## config.mk

```make
export PLATFORM = sky130hd
export DESIGN_NAME = sync_fifo_param
export DESIGN_NICKNAME = d
export VERILOG_FILES = /design/src/rtl/sync_fifo_param.sv
export SDC_FILE = /design/constraint.sdc
export NUM_CORES = 2
export LEC_CHECK = 0
export CORE_ASPECT_RATIO = 1.25
export CORE_MARGIN = 2
export CORE_UTILIZATION = 35
export DETAILED_ROUTE_END_ITERATION = 16
export PLACE_DENSITY_LB_ADDON = 0.3
export SYNTH_ARGS = -nofsm -noshare
export SYNTH_HDL_FRONTEND = slang
export SYNTH_SLANG_ARGS = --single-unit
```

## constraint.sdc

```tcl
create_clock -name clk -period 3.61 [get_ports clk]
set_input_delay 0.5415 -clock clk [delete_from_list [all_inputs] [get_ports clk]]
set_output_delay 0.5415 -clock clk [all_outputs]
set_load 0.01 [all_outputs]
```

## src/rtl/sync_fifo_param.sv

```systemverilog
// Single-clock FIFO with fill count, almost-full/empty thresholds,
// sticky overflow/underflow flags and registered or fall-through read.
module sync_fifo_param #(
  parameter int ADDR_WIDTH = 8,
  parameter int DATA_WIDTH = 8,
  parameter int AF_LEVEL   = (1 << ADDR_WIDTH) - 2,
  parameter int AE_LEVEL   = 2,
  parameter bit FWFT       = 1'b0
) (
  input  logic                  clk,
  input  logic                  rst,
  input  logic                  push,
  input  logic [DATA_WIDTH-1:0] w_data,
  output logic                  w_full,
  output logic                  w_almost_full,
  input  logic                  pop,
  output logic [DATA_WIDTH-1:0] r_data,
  output logic                  r_valid,
  output logic                  r_empty,
  output logic                  r_almost_empty,
  output logic [ADDR_WIDTH:0]   count,
  output logic                  overflow,
  output logic                  underflow,
  input  logic                  err_clr
);

  localparam int DEPTH = 1 << ADDR_WIDTH;
  localparam logic [ADDR_WIDTH:0] FULL_CNT = DEPTH[ADDR_WIDTH:0];
  localparam logic [ADDR_WIDTH:0] AF_CNT = AF_LEVEL[ADDR_WIDTH:0];
  localparam logic [ADDR_WIDTH:0] AE_CNT = AE_LEVEL[ADDR_WIDTH:0];
  localparam logic [ADDR_WIDTH:0] CNT_ONE = {{ADDR_WIDTH{1'b0}}, 1'b1};
  localparam logic [ADDR_WIDTH-1:0] PTR_ONE = {{(ADDR_WIDTH-1){1'b0}}, 1'b1};

  logic [DATA_WIDTH-1:0] mem [DEPTH];
  logic [ADDR_WIDTH-1:0] wr_ptr;
  logic [ADDR_WIDTH-1:0] rd_ptr;
  logic                  do_push;
  logic                  do_pop;

  assign w_full         = (count == FULL_CNT);
  assign r_empty        = (count == '0);
  assign w_almost_full  = (count >= AF_CNT);
  assign r_almost_empty = (count <= AE_CNT);

  // Full/empty gating resolves simultaneous requests at the boundaries.
  assign do_push = push && !w_full;
  assign do_pop  = pop && !r_empty;

  always_ff @(posedge clk) begin
    if (do_push && !rst) begin
      mem[wr_ptr] <= w_data;
    end
  end

  always_ff @(posedge clk) begin
    if (rst) begin
      wr_ptr <= '0;
      rd_ptr <= '0;
      count  <= '0;
    end else begin
      if (do_push) wr_ptr <= wr_ptr + PTR_ONE;
      if (do_pop)  rd_ptr <= rd_ptr + PTR_ONE;
      unique case ({do_push, do_pop})
        2'b10:   count <= count + CNT_ONE;
        2'b01:   count <= count - CNT_ONE;
        default: count <= count;
      endcase
    end
  end

  // A new error event outranks a clear in the same cycle.
  always_ff @(posedge clk) begin
    if (rst) begin
      overflow  <= 1'b0;
      underflow <= 1'b0;
    end else begin
      overflow  <= (push && w_full) || (overflow && !err_clr);
      underflow <= (pop && r_empty) || (underflow && !err_clr);
    end
  end

  generate
    if (FWFT) begin : g_fwft
      assign r_data  = r_empty ? '0 : mem[rd_ptr];
      assign r_valid = !r_empty;
    end else begin : g_reg
      logic [DATA_WIDTH-1:0] rdata_q;
      logic                  rvalid_q;

      always_ff @(posedge clk) begin
        if (rst) begin
          rdata_q  <= '0;
          rvalid_q <= 1'b0;
        end else begin
          rvalid_q <= do_pop;
          if (do_pop) rdata_q <= mem[rd_ptr];
        end
      end

      assign r_data  = rdata_q;
      assign r_valid = rvalid_q;
    end
  endgenerate

endmodule

```

# After elaboration in Yosys (flattened, before gate mapping)
# Memory sizes are Yosys's and may differ from the RTL's. A register that Yosys moved wholly into a read port is not among the register bits.
# Cells that the tools add are included.
# Widths: inputs -> output; s select.
# op_classes
addsub	4
n_lt_le_gt_ge	2
n_eq_ne	3
n_mux	3
n_reduce_logical	15
# ops
cell	count
$pmux 9 s2	1
$add 8x1->8 const B	2
$add 9x1->9 const B	1
$eq 9x9->1 const B	1
$ge 9x8->1 const B	1
$le 9x2->1 const B	1
$logic_not 9->1	1
$sub 9x1->9 const B	1
$logic_and 1x1->1	7
$logic_not 1->1	4
$eq 2x1->1 const B	1
$eq 2x2->1 const B	1
$logic_or 1x1->1	2
$mux 1	2
$reduce_bool 2->1	1
# word_totals
reg_bits	28
mem_bits_rw	2048
input_bits	13
out_inout_bits	24
elab_cells	34
n_memories	1
# memory_table
name	words	word_bits	rd	rd_clocked_by_memory_dff	write_ports	line_no	text
mem	256	8	1	1	1	34	logic [DATA_WIDTH-1:0] mem [DEPTH];

# Longest topological paths before layout
# depth
ltp_word	6
mapped_depth	15
depth_no_buf	14

# Least setup slack after synthesis
# Ideal clock, no wire load.
# synth_path
kind	reg-to-reg
from	register count[4]
to	register count[8]
setup_time_ns	0.121
arrival_ns	3.922
required_ns	3.489
setup_slack_ns	-0.433
path_stages_with_launch	16
n_path_buf	1
synth_period_minus_slack_ns	4.043
path_cell_list	dfxtp_1 > or4_4 > or2_2 > nor3_2 > nor2b_1 > inv_1 > buf_4 > ha_1 > ha_1 > a21o_1 > a21oi_1 > o21bai_1 > a2111oi_0 > nor3_1 > mux2i_1 > mux2_2
# synth_between
elab_chain_len	5
elab_cells_between_ends	12
classes_between	add/sub (2); eq/ne (3); mux (1); reduce/logical (6)
# synth_lines
element	line_no	text
from (decl)	21	output logic [ADDR_WIDTH:0] count,
from (signal assigned)	64	2'b10: count <= count + CNT_ONE;
from (signal assigned)	65	2'b01: count <= count - CNT_ONE;
from (signal assigned)	66	default: count <= count;
$eq 9x9->1 *	40	assign w_full = (count == FULL_CNT);
named net w_full	14	output logic w_full,
$logic_not 1->1 *	46	assign do_push = push && !w_full;
$logic_and 1x1->1 *	46	
$eq 2x1->1 / $eq 2x2->1 (equally long branches)	63	unique case ({do_push, do_pop})
$pmux 9 s2 / $reduce_bool 2->1 (equally long branches)	-	
# The timed path passes the listed nets; every way through them passes the cells marked *.
# A chain may end at the register's enable or synchronous reset.

# Final worst setup path
# layout_path
from	register count[7]
to	register count[7]
# layout_between
elab_chain_len	5
elab_cells_between_ends	12
classes_between	add/sub (2); eq/ne (3); mux (1); reduce/logical (6)
# layout_lines
element
parallel branches: the longest is 5 deep, another holds $sub 9x1->9
# Parallel ways; which one is timed is not known.

==> impl_metrics.ini <==
[outcome]
status = finished, final reports clean

[timing]
maxSlewHeadroom_pct = 33.3
hold_viol_final = 0
post-route-min-period_ns = 3.41
min_period_over_period_pct = 94.5
finalClockSkew_ns = 0.0688
fmax_mhz = 293
worst_pin_slew_ns = 0.997
slew_violations = 0
setup_violations = 0
rsz0062_at_grt = true
hold_ws_ns = 0.0732

[die]
die_h_um = 543
io_pins = 37
die_width_um = 435
coreArea_um2 = 231000
rows = 197
dieArea_um2 = 236000
start_util_pct = 35.2

[routing]
drc = 0
vias = 41100
wire_per_inst_um = 27.5
top_layer = met4
ant_nets = 0
viasPerCell = 5.33
m1WireLength_mm = 83.2
finalWirelength_mm = 213
drt_iter0_drc = 3656
met2_length_mm = 109
drtPass1Iterations = 5
wl_met3_mm = 10.1

[global_route]
grt_max_degree = 111
grt.total_usage_pct = 17.7
grt_overflow_total = 0
grt_pass1_wl_mm = 305
antenna_found_initial = 5
grt_pass1_vias = 42000

[critical_path]
r2r_start = count[7]
startpoint_type = register
path_delay_family = simple AND/OR/NAND/NOR gates
cp_cell_sequence = or4_4, or2_4, nor3_4, nor2b_2, inv_2, ha_4, ha_1, a21o_1, a21oi_2, o21bai_1, a21oi_2, o21ai_0, or4b_2, o211ai_1
cp_common_cell = a21oi_2
r2r_setup_slack_ns = 0.20
required_ns = 4.34
reg2reg_depth = 14
crit_arrival_ns = 4.14
crit_type = register to register
worst_setup_path_end_kind = register
slowest_stage = or4b_2
path_buf_inv = 1
path_max_fanout = 4
slowest_delay_ns = 0.61
timing.rr.end = count[7]

[finish]
nFillCells = 20300
fin_nets = 4511
final_core_util_pct = 41.0
drive_gt1_share_pct = 26.4
area_delta_synth_final_pct = 16.5

[cts]
clk_path_buf_depth = 4
insertion_delay_ns = 0.86
ctsRootBufferMaster = clkbuf_16
cts_buffers = 200
h-tree-depth = 4
postCtsHoldBufs = 0
clk_pin_slew_worst_paths_ns = 0.07
cts_tree = done
clkSinkCount = 2084

[flow_run]
cap_violations = 0

[yosys]
async_reset_ff_share_pct = 0
syn_area_um2 = 81200
synth_seq_cells = 2084
postSynthCellCount = 4013
synth_flop_cell = edfxtp_1
ys_warn_count = 0
synth-seq-area-share_pct = 76.6
synth_edf_count = 2048
ys_types = 59
synth_area_per_cell_um2 = 20.2
syn-num-nets = 4040

[worst_hold_path]
hold_end = wr_ptr[7]
holdCritStartpoint = rst
hp-class = input port to register
hold_depth = 2

[pwr]
peakVddDrop_uv = 357
p_leak_uw = 0.0291
power_density_nw_per_um2 = 598

[place]
io_buffers = 36
place.gp.congestion = 0.851
dpl.hpwl_mm = 137
-- sequential cells by signal, indices dropped and copies added (netlist names) --
name       count
overflow       1
underflow      1
wr_ptr         8
count          9
mem         2048
r_valid        1
r_data         8
rd_ptr         8
-- worst reg2reg max path, delay by kind of cell, from the launching register on --
| kind | cells | cell delay, ns |
|---|---|---|
| simple gates | 5 | 1.69 |
| compound gates | 6 | 0.86 |
| fa+ha+maj | 2 | 0.40 |
| flops | 1 | 0.32 |
| buf+inv | 1 | 0.08 |
-- logic make-up after synthesis --
| family | count (synthesis) | share of synthesized area, % |
|---|---|---|
| buf+inv | 242 | 1.59 |
| xor+xnor | 18 | 0.194 |
| simple gates | 624 | 3.27 |
| compound gates | 370 | 3.41 |
| mux | 661 | 14.7 |
| flops | 2084 | 76.6 |
| fa+ha+maj | 14 | 0.225 |
-- cell usage after synthesis, drive strengths merged, types with 3 or more instances --
cell type  number  share of area [%]
or2             3              0.023
nor2b          27               0.21
a22o           20               0.22
a22oi          68               0.63
nand4          18               0.14
dfxtp          36               0.89
nor3           22               0.14
a221o           8              0.099
nand3          37               0.23
nor4            6              0.046
a21oi          51               0.31
ha             13               0.20
a221oi         10               0.11
a21boi          7              0.065
o21ai          22               0.14
nand2b         10              0.077
a31oi          15               0.12
o221ai         96                1.0
nor2          307                1.4
mux4          426                 12
and3            9              0.069
xor2            7              0.075
edfxtp       2048                 76
buf           126                1.1
a211oi         32               0.30
o22ai          20               0.15
xnor2          11               0.12
mux2i         233                2.9
inv            10              0.046
or3             5              0.039
nand2         172               0.79
clkbuf        106               0.49
o41ai           8               0.11
-- routing by layer --
metal | GRT usage (%) | vias to the layer above
met3 | 2.27 | 365
met1 | 21.8 | 22000
met4 | 7.47 | 0
li1 | - | 17500
met5 | 0 | -
met2 | 31.3 | 1239
-- cell type report --
cell class / count / area [um2] / share of cell area, %
Clock inverter: 111 / 1010 / 1.07
Antenna cell: 2 / 5.00 / 0.00529
Clock buffer: 239 / 5170 / 5.47
Tap cell: 3084 / 3860 / 4.08
Inverter: 10 / 41.3 / 0.0436
Sequential cell: 2084 / 62200 / 65.8
Multi-Input combinational cell: 1687 / 17900 / 18.9
Timing Repair Buffer: 501 / 4390 / 4.64
-- repair_timing --
action                                 CTS  global route
pin swaps                                0             4
buffers inserted                         0             2
endpoints found under the hold margin    0             0
setup endpoints to repair                1             2
resized for setup                        1             6
-- stage by stage --
| step | power [uW] | setup TNS [ns] | cells | worst slack [ns] | instance area (um2) |
|---|---|---|---|---|---|
| 5_1_grt | 58400 | -0.0224 | 7717 | -0.0224 | 94600 |
| 6_report | 56600 | 0 | 7718 | 0.198 | 94600 |
| 4_1_cts | 57200 | 0 | 7714 | 0.0487 | 94500 |
| 2_1_floorplan | 33300 | 0 | 4013 | 0.000433 | 81300 |
| 3_3_place_gp | 36900 | 0 | 7364 | 0.0517 | 88400 |
| 3_5_place_dp | 37000 | 0 | 7364 | 0.000339 | 88400 |
-- report_power, final --
group          total [uW]  switching (uW)  internal, uW
sequential          26900             181         26700
combinational        9440            5130          4320
clock               20300            8900         11400
total               56600           14200         42400
-- placed cells by master (no fill, tap or decap), types with 12 or more instances in the layout --
master              n
a211oi_1           32
a21oi_1            48
a22o_1             20
a22oi_1            68
a31oi_1            15
buf_12             40
buf_4             424
bufinv_16          16
clkbuf_1           38
clkbuf_16         201
clkdlybuf4s50_1    27
clkinv_1           48
clkinv_2           26
dfxtp_1            29
edfxtp_1         2048
mux2i_1           233
mux4_2            426
nand2_1           159
nand2_2            12
nand3_1            33
nand4_1            18
nor2_1            302
nor2b_1            23
nor3_1             20
o21ai_0            22
o221ai_1           96
o22ai_1            20
-- how the worst max path moves through the flow --
stage	start	endpoint	slack [ns]	cells after the start
4_1_cts	count[7]	count[8]	0.05	14
6_report	count[7]	count[7]	0.20	14
3_3_place_gp	count[7]	count[8]	0.05	14
2_1_floorplan	count[7]	count[8]	0.0004	12
5_1_grt	count[7]	count[8]	-0.02	14
3_5_place_dp	count[7]	count[8]	0.0003	14
Note: power is estimated with default switching activity, not from simulation.
